[config.mk]
export PLATFORM = sky130hd
export DESIGN_NAME = ahb_outputstage_arbiter_itcm
export DESIGN_NICKNAME = d
export VERILOG_FILES = /design/src/rtl/ahb_outputstage_arbiter_itcm.sv
export SDC_FILE = /design/constraint.sdc
export NUM_CORES = 1
export LEC_CHECK = 0
export ABC_AREA = 0
export ABC_CLOCK_PERIOD_IN_PS = 2200
export CAP_MARGIN = 15
export CORE_AREA = 8 8 88 90
export DETAILED_ROUTE_END_ITERATION = 10
export DIE_AREA = 0 0 96 98
export PLACE_DENSITY = 0.73
export SETUP_SLACK_MARGIN = 0.15
export SKIP_CTS_REPAIR_TIMING = 1
export SYNTH_ARGS = -nofsm -noshare
export SYNTH_HDL_FRONTEND = slang
export SYNTH_SLANG_ARGS = --single-unit
[constraint.sdc]
create_clock -name HCLK -period 2.2 [get_ports HCLK]
set_clock_uncertainty 0.2 [all_clocks]
set_input_delay 0.55 -clock HCLK [delete_from_list [all_inputs] [get_ports HCLK]]
set_output_delay 0.55 -clock HCLK [all_outputs]
set_load 0.01 [all_outputs]
[src/rtl/ahb_outputstage_arbiter_itcm.sv]
// ahb_outputstage_arbiter_itcm: ICODE/DCODE output-stage arbiter for the shared ITCM AHB-Lite slave.
// Define ARB_ROUND_ROBIN_EN to alternate simultaneous grants; the default build gives DCODE fixed priority.
module ahb_outputstage_arbiter_itcm #(
    parameter int ADDR_WIDTH = 32,
    parameter int DATA_WIDTH = 32
) (
    input  logic                  HCLK,
    input  logic                  HRESETn,
    input  logic                  HSEL_ICODE,
    input  logic [ADDR_WIDTH-1:0] HADDR_ICODE,
    input  logic [1:0]            HTRANS_ICODE,
    input  logic                  HWRITE_ICODE,
    input  logic [2:0]            HSIZE_ICODE,
    input  logic [DATA_WIDTH-1:0] HWDATA_ICODE,
    input  logic                  HSEL_DCODE,
    input  logic [ADDR_WIDTH-1:0] HADDR_DCODE,
    input  logic [1:0]            HTRANS_DCODE,
    input  logic                  HWRITE_DCODE,
    input  logic [2:0]            HSIZE_DCODE,
    input  logic [DATA_WIDTH-1:0] HWDATA_DCODE,
    input  logic                  HREADYOUT_S,
    output logic                  ACTIVE_Outputstage_ICODE,
    output logic                  ACTIVE_Outputstage_DCODE,
    output logic                  HSEL_S,
    output logic [ADDR_WIDTH-1:0] HADDR_S,
    output logic [1:0]            HTRANS_S,
    output logic                  HWRITE_S,
    output logic [2:0]            HSIZE_S,
    output logic [DATA_WIDTH-1:0] HWDATA_S,
    output logic                  HREADY_S
);
    localparam logic [1:0] OWN_NONE = 2'b00;
    localparam logic [1:0] OWN_I    = 2'b01;
    localparam logic [1:0] OWN_D    = 2'b10;
    logic       req_i, req_d, lock_i, lock_d, sel_i, sel_d;
    logic [1:0] both_pick, arb_next, addr_owner, addr_owner_q, data_owner_d, data_owner_q;
    assign req_i  = HSEL_ICODE & HTRANS_ICODE[1];
    assign req_d  = HSEL_DCODE & HTRANS_DCODE[1];
    // A burst in progress (SEQ or BUSY) keeps the slave until its master stops selecting it.
    assign lock_i = (addr_owner_q == OWN_I) & HSEL_ICODE & HTRANS_ICODE[0];
    assign lock_d = (addr_owner_q == OWN_D) & HSEL_DCODE & HTRANS_DCODE[0];
`ifdef ARB_ROUND_ROBIN_EN
    logic [1:0] last_grant_q, last_grant_d;
    assign both_pick    = (last_grant_q == OWN_D) ? OWN_I : OWN_D;
    assign last_grant_d = !HREADYOUT_S ? last_grant_q :
                          (sel_i && HTRANS_ICODE == 2'b10) ? OWN_I :
                          (sel_d && HTRANS_DCODE == 2'b10) ? OWN_D : last_grant_q;
    always_ff @(posedge HCLK or negedge HRESETn) begin
        if (!HRESETn) last_grant_q <= OWN_I;
        else          last_grant_q <= last_grant_d;
    end
`else
    assign both_pick = OWN_D;
`endif
    assign arb_next = lock_i ? OWN_I :
                      lock_d ? OWN_D :
                      (req_i & req_d) ? both_pick :
                      req_d ? OWN_D :
                      req_i ? OWN_I : OWN_NONE;
    // Reset gates the combinational path so nothing reaches the slave while held in reset.
    assign addr_owner = !HRESETn ? OWN_NONE : HREADYOUT_S ? arb_next : addr_owner_q;
    assign sel_i      = addr_owner == OWN_I;
    assign sel_d      = addr_owner == OWN_D;
    assign data_owner_d = !HREADYOUT_S ? data_owner_q :
                          (sel_i & HTRANS_ICODE[1]) ? OWN_I :
                          (sel_d & HTRANS_DCODE[1]) ? OWN_D : OWN_NONE;
    always_ff @(posedge HCLK or negedge HRESETn) begin
        if (!HRESETn) begin
            addr_owner_q <= OWN_NONE;
            data_owner_q <= OWN_NONE;
        end else begin
            addr_owner_q <= addr_owner;
            data_owner_q <= data_owner_d;
        end
    end
    always_comb begin
        HSEL_S   = sel_i ? HSEL_ICODE   : sel_d ? HSEL_DCODE   : 1'b0;
        HADDR_S  = sel_i ? HADDR_ICODE  : sel_d ? HADDR_DCODE  : '0;
        HTRANS_S = sel_i ? HTRANS_ICODE : sel_d ? HTRANS_DCODE : 2'b00;
        HWRITE_S = sel_i ? HWRITE_ICODE : sel_d ? HWRITE_DCODE : 1'b0;
        HSIZE_S  = sel_i ? HSIZE_ICODE  : sel_d ? HSIZE_DCODE  : 3'b000;
        HWDATA_S = (data_owner_q == OWN_I) ? HWDATA_ICODE :
                   (data_owner_q == OWN_D) ? HWDATA_DCODE : '0;
    end
    assign ACTIVE_Outputstage_ICODE = sel_i;
    assign ACTIVE_Outputstage_DCODE = sel_d;
    assign HREADY_S                 = HREADYOUT_S;
endmodule

### After elaboration in Yosys (flattened, before gate mapping)

Index checks and enable logic that the tools add are counted.

* register bits: 4
* latch bits: 0
* memory bits (writable): 0
* bits in read-only memories: 0
* input port bits: 145
* memories: 0

* add/sub/neg operators: 0
* multipliers: 0
* div/mod/pow operators: 0
* magnitude comparators: 0
* equality and inequality tests: 6
* shifts and indexed selects: 0
* muxes and demuxes: 21
* bitwise operators: 9
* reductions and logical operators: 0

Operators by type and width (number)
* two-way mux 32 bit: 4
* two-way mux 2 bit: 10
* AND 1 bit: 9
* == test 2 x 1 -> 1 bit, second input constant: 3
* == test 2 bit, second input constant: 3
* two-way mux 3 bit: 2
* two-way mux 1 bit: 5

### Depth between registers and ports, before layout

Gate-level depths: netlist of the first run.

* depth after elaboration: 12
* gate-level depth with buffers: 6
* mapped depth without buffers: 4

### Least setup slack after synthesis of the first run

No wires, ideal clock.

* kind: in2out
* start: input port HREADYOUT_S
* end: output port HADDR_S[19]
* data arrival time: 1.609 ns
* required time: 1.450 ns
* setup slack: -0.159 ns
* stages: 6
* buffers on the path: 2
* cells stage by stage: or2b_1 and3_1 and4b_1 buf_6 buf_8 a22o_1

* elaborated cells on any way between the ends: 6

RTL lines
* start: declaration: RTL line 21 `input logic HREADYOUT_S,`
* two-way mux 2 bit (2 in a row): RTL line 61 `assign addr_owner = !HRESETn ? OWN_NONE : HREADYOUT_S ? arb_next : addr_owner_q;`
* == test 2 x 1 -> 1 bit: RTL line 62 `assign sel_i = addr_owner == OWN_I;`
* named net ACTIVE_Outputstage_ICODE: RTL line 22 `output logic ACTIVE_Outputstage_ICODE,`
* two-way mux 32 bit: RTL line 78 `HADDR_S = sel_i ? HADDR_ICODE : sel_d ? HADDR_DCODE : '0;`
* end: declaration: RTL line 25 `output logic [ADDR_WIDTH-1:0] HADDR_S,`

The timed path passes the listed nets, and every way through them passes these cells.

### Final worst setup path of the first run

* start: register addr_owner_q[0]
* end: output port HADDR_S[24]

* longest elaborated chain between the ends: 10
* elaborated cells on any way between the ends: 14

Ends and longest elaborated chain
* start: declaration: RTL line 36 `logic [1:0] both_pick, arb_next, addr_owner, addr_owner_q, data_owner_d, data_owner_q;`
* start signal: assignment: RTL line 72 `addr_owner_q <= addr_owner;`
* == test 2 bit: RTL line 41 `assign lock_d = (addr_owner_q == OWN_D) & HSEL_DCODE & HTRANS_DCODE[0];`
* AND 1 bit (2 in a row): RTL line 41
* two-way mux 2 bit: RTL line 56 `lock_d ? OWN_D :`
* two-way mux 2 bit: RTL line 55 `assign arb_next = lock_i ? OWN_I :`
* two-way mux 2 bit (*) (2 in a row): RTL line 61
* == test 2 bit: RTL line 63 `assign sel_d = addr_owner == OWN_D;`
* two-way mux 32 bit: RTL line 78
* two-way mux 32 bit (*): RTL line 78

Mark *: on every way between the ends. The rest lies on a longest branch, timed or not.

==> results_dict.tcl, run 1 <==
set metrics [dict create \
    peakVddDrop_uv 264.5 \
    path_class "reg -> out" \
    numCtsBuffers 3 \
    dpl.hpwl_um 6878 \
    end_kind "primary output" \
    stdcell_area_mm2 0.003670 \
    synth.most_common_cell "a22o_1" \
    placementRows 30 \
    num_vias 2125 \
    cap_viol_max_count 0 \
    clk_latency_ps 220 \
    cts_tree "built" \
    min_period_over_period 1.288 \
    io_pins 219 \
    drtIter0Drc 53 \
    crit_chain "buf_6 -> nand4b_1 -> o2111ai_4 -> and4b_4 -> buf_6 -> buf_6 -> clkbuf_16 -> a22o_1 -> buf_2" \
    insertedDiodeCount 0 \
    slowest_stage "dfrtp_1" \
    synth_area_leaders "a22o_1, a22o_2, dfrtp_1, buf_6, clkbuf_1" \
    async_flop_share 1.000 \
    coreArea_mm2 0.006494 \
    post_drt_via_cell_ratio 4.691 \
    syn-num-nets 266 \
    start_util 0.1597 \
    leakage_nw 1.791 \
    place_area_mm2 0.003395 \
    antenna_found_initial 0 \
    die_y_um 98 \
    hold_violations 0 \
    run_status "finished with violations" \
    slew_headroom 0.8394 \
    hold_class "in -> async" \
    overflow 0 \
    synth_edf_count 0 \
    dieArea_mm2 0.009408 \
    root_buffer "clkbuf_8" \
    max_slew.worst_pin.slew_ps 240.8 \
    arrival_ps 2080 \
    layout-drive-gt1-share 0.3914 \
    port_buffers 218 \
    grt_pass1_wl_um 11420 \
    ant_nets 0 \
    timing.fmax_mhz 352.9 \
    yosys.area.top_type_share 0.5066 \
    clk_pin_slew_ps 30 \
    area_growth_pct 253.8 \
    grt_pass1_vias 2118 \
    ys_ff_latch 4 \
    drv_slew 0 \
    preCtsSetupSlack_ps -1195 \
    clock_sinks 4 \
    fin_ws_ps -633.6 \
    routed_wl_um 9213 \
    die_x_um 96 \
    wire_per_inst_um 20.34 \
    ctsHtreeMaxLevel 1 \
    path_common_cell "buf_6" \
    max_stage_delay_ps 400 \
    syn_area_per_cell_um2 8.572 \
    grt_max_degree 41 \
    yosys_warnings 0 \
    cp.required_ps 1450 \
    power.density_mw_per_mm2 241.2 \
    min_period_ps 2834 \
    yosys.area.top_type "a22o_1" \
    grt_use_total 0.1520 \
    cp_max_fo 5 \
    critPathLaunchType "flop" \
    finalSetupViolations 54 \
    synth_seq_area_share 0.09650 \
    clockBufferDepth 2 \
    gp_congestion 0.8343 \
    ys.flop_type "dfrtp_1" \
    drc 0 \
    nets 520 \
    syn_inst 121 \
    synth_commonest_cells "a22o_1, a22o_2, clkbuf_1, nand2_1" \
    ys_types 26 \
    syn_area_mm2 0.001037 \
    grt_setup_unrepaired "yes" \
    violations "negative setup slack" \
    first_pass_iters 4 \
]
==> layer usage <==
metal | track usage | share of wire
met4 | 0.02840 | 0.0068
met1 | 0.1555 | 0.35
met2 | 0.2774 | 0.53
met5 | 0 | 0
met3 | 0.06216 | 0.12
==> placed cells by master (no fill, tap or decap), types with 2 or more instances in the layout <==
cell / instances
dlymetal6s2s_1: 9
buf_2: 41
clkbuf_8: 3
nor2b_4: 2
a22o_1: 60
nand2_1: 5
clkbuf_16: 6
nand3_1: 3
buf_6: 30
clkbuf_2: 20
a22o_4: 6
buf_4: 21
a22o_2: 4
buf_12: 5
clkdlybuf4s50_1: 134
o2bb2ai_1: 2
dfrtp_1: 4
==> report_power, final <==
group	switching, mW	total (mW)	internal, mW
combinational	0.215	0.651	0.436
sequential	0.00410	0.0817	0.0776
clock	0.0362	0.153	0.116
==> cells by family (layout without fill, tap and decap cells) <==
group                  Yosys count  after routing  synth area share
buffers and inverters           19            271            0.1218
AND/OR/NAND/NOR                 21             21            0.1170
flip-flops                       4              4           0.09651
AO/OA/AOI/OAI                   77             77            0.6647
==> worst max-delay path: cells and delay by family, from the launching register on <==
| family | cells | cell delay (ps) |
|---|---|---|
| compound gates | 2 | 390 |
| buf+inv | 5 | 650 |
| flops | 1 | 400 |
| simple gates | 2 | 430 |
==> through the flow <==
step,hold WS (ps),std cells,total power [mW],utilization,setup TNS (ps)
after global placement,315.6,420,0.6911,0.5227,-54650
after CTS,327.4,423,0.8532,0.5291,-55880
final,116.1,453,0.8853,0.5651,-21460
after floorplan,54.41,121,0.2451,-,-5197
after detailed placement,319.1,420,0.6960,0.5227,-55390
after global routing,156.2,453,0.9352,0.5651,-24590
==> cell type report <==
cell class              count  area, µm²
clock buffers               3      41.29
fillers                   613       2824
inverters                   1      3.754
multi-input cells          98      904.6
flip-flops and latches      4      100.1
well taps                  80      100.1
repair buffers            267       2520
==> flip-flops by register name, summed over array words and instances, names as in the netlist <==
| register | cells |
|---|---|
| addr_owner_q | 2 |
| data_owner_q | 2 |
==> worst paths after layout <==
check                                 from         endpoint  slack (ps)  depth (start not counted)
hold / removal                     HRESETn  data_owner_q[1]         120                          2
max in group asynchronous          HRESETn  addr_owner_q[1]        1580                          2
setup reg to reg           addr_owner_q[1]  data_owner_q[0]         550                          6
setup / recovery           addr_owner_q[0]      HADDR_S[24]        -630                          9
min in group HCLK          data_owner_q[0]  data_owner_q[0]         370                          1
hold reg to reg            data_owner_q[0]  data_owner_q[0]         370                          1
(Power assumes the default switching activity.)
==> inputs of run 2 (changes only) <==
Settings changed: CAP_MARGIN 15 to not set, CORE_AREA 8 8 88 90 to 2 2 84 86, DIE_AREA 0 0 96 98 to 0 0 86 88, PLACE_DENSITY 0.73 to 0.7.
==> run 2 against run 1 <==
Against the previous run:
- the flow still finishes with violations (negative setup slack)
- setup slack worse by 58 ps
- largest cell class unchanged
- via count rose by 4.5%
- global-route usage shrank 0.29 points
- critical path depth increased by 2
- power grew 1.1%
- sequential power is essentially flat
- fmax fell by 2.0%
- highest routed layer unchanged
- register-to-register slack barely moved
==> results_dict.tcl, run 2 (synthesis results as in run 1) <==
set metrics [dict create \
    post_drt_via_cell_ratio 4.706 \
    cp_max_fo 5 \
    cp_num_buf_inv 7 \
    cap_viol_max_count 0 \
    grt_pass1_vias 1972 \
    die_x_um 86 \
    min_period_over_period 1.314 \
    place_area_mm2 0.003410 \
    slew_headroom 0.8414 \
    cp-startpoint "HTRANS_DCODE[0]" \
    die_y_um 88 \
    insertedDiodeCount 0 \
    cp-endpoint "HADDR_S[28]" \
    grt_max_degree 40 \
    io_pins 219 \
    grt_pass1_wl_um 9204 \
    critical-path-top-delay-family "buffers and inverters" \
    hold_class "in -> async" \
    drc 0 \
    crit_chain "buf_6 -> and3b_2 -> o2111ai_4 -> buf_6 -> a21boi_4 -> buf_12 -> buf_12 -> buf_12 -> buf_6 -> a22o_4 -> buf_6" \
    final_cell_mix "clkdlybuf4s50_1, a22o_1, buf_4" \
    dpl.hpwl_um 5473 \
    critPathLaunchType "primary input" \
    hold_violations 0 \
    first_pass_iters 4 \
    max_slew.worst_pin.slew_ps 237.8 \
    clk_latency_ps 220 \
    final_common_cell "clkdlybuf4s50_1" \
    num_vias 2221 \
    run_status "finished with violations" \
    coreArea_mm2 0.006644 \
    r2r-end "data_owner_q[0]" \
    nets 539 \
    arrival_ps 2140 \
    dieArea_mm2 0.007568 \
    drv_slew 0 \
    violations "negative setup slack" \
    overflow 0 \
    finalSetupViolations 54 \
    cts_tree "built" \
    start_util 0.1561 \
    grt_use_total 0.1491 \
    r2r_slack_ps 560 \
    layout-drive-gt1-share 0.4184 \
    path_common_cell "buf_6" \
    reg_top3 "addr_owner_q x2, data_owner_q x2" \
    stdcell_area_mm2 0.003782 \
    r2r_cells 6 \
    fin_util 0.5693 \
    power.density_mw_per_mm2 236.6 \
    end_kind "primary output" \
    area_growth_pct 264.7 \
    clockBufferDepth 2 \
    placementRows 30 \
    path_class "in -> out" \
    min_period_ps 2892 \
    fin_ws_ps -691.7 \
    drtIter0Drc 71 \
    ant_nets 0 \
    max_stage_delay_ps 250 \
    leakage_nw 1.882 \
    port_buffers 218 \
    timing.fmax_mhz 345.8 \
    clk_pin_slew_ps 30 \
    r2r_start "addr_owner_q[1]" \
    wire_per_inst_um 17.33 \
    cp.required_ps 1450 \
    clock_sinks 4 \
    antenna_found_initial 0 \
    ctsHtreeMaxLevel 1 \
    root_buffer "clkbuf_8" \
    routed_wl_um 8178 \
    grt_setup_unrepaired "yes" \
    peakVddDrop_uv 217.1 \
    gp_congestion 0.8453 \
    critical_path_depth 11 \
    slowest_stage "o2111ai_4" \
    numCtsBuffers 3 \
]
## run 2: cell count changes in the layout (fill, tap and decap cells not counted), sizes merged
cell / delta
clkbuf: +12
buf: +6
dlymetal6s2s: +1
## run 2: where the power goes
part / total [mW] / switching [mW] / internal, mW
logic: 0.659 / 0.213 / 0.445
clock network: 0.155 / 0.0381 / 0.117
registers: 0.0815 / 0.00397 / 0.0776
total: 0.895 / 0.255 / 0.639
## run 2: worst min-delay path by stage
| stage | endpoint | slack, ps | depth (start not counted) |
|---|---|---|---|
| 6_report | data_owner_q[0] | 140 | 2 |
| 5_1_grt | addr_owner_q[0] | 150 | 2 |
| 3_5_place_dp | data_owner_q[0] | 330 | 1 |
| 4_1_cts | data_owner_q[0] | 340 | 1 |
| 2_1_floorplan | addr_owner_q[0] | 50 | 0 |
| 3_3_place_gp | data_owner_q[0] | 320 | 1 |
## run 2: cell type report
type | count | area, µm²
Clock buffer | 3 | 41.29
Timing Repair Buffer | 286 | 2655
Multi-Input combinational cell | 98 | 882.1
Tap cell | 80 | 100.1
Sequential cell | 4 | 100.1
Fill cell | 623 | 2861
Inverter | 1 | 3.754
## run 2: layer usage
layer  part of all wire  track usage  wire, µm
met5                  0            0         0
met2               0.54       0.3016      4451
met4             0.0083      0.02165        68
met3               0.10      0.04430       827
met1               0.35       0.1524      2831
## run 2: metrics by stage
stage / power (mW) / hold WS [ps] / cells / setup slack, ps / setup TNS [ps]
finish: 0.8948 / 141.4 / 472 / -691.7 / -23070
detailed placement: 0.6910 / 326.0 / 422 / -1243 / -56590
global placement: 0.6855 / 320.4 / 422 / -1213 / -55330
floorplan: 0.2451 / 54.41 / 121 / -138.9 / -5197
global route: 0.9423 / 154.5 / 472 / -754.9 / -26520
CTS: 0.8505 / 336.4 / 425 / -1251 / -57470
==> inputs of run 3 (changes only) <==
Settings changed: ABC_CLOCK_PERIOD_IN_PS 2200 to not set.
==> results of run 3 <==
The final DEF is identical to that of run 2; final timing and power are the same.
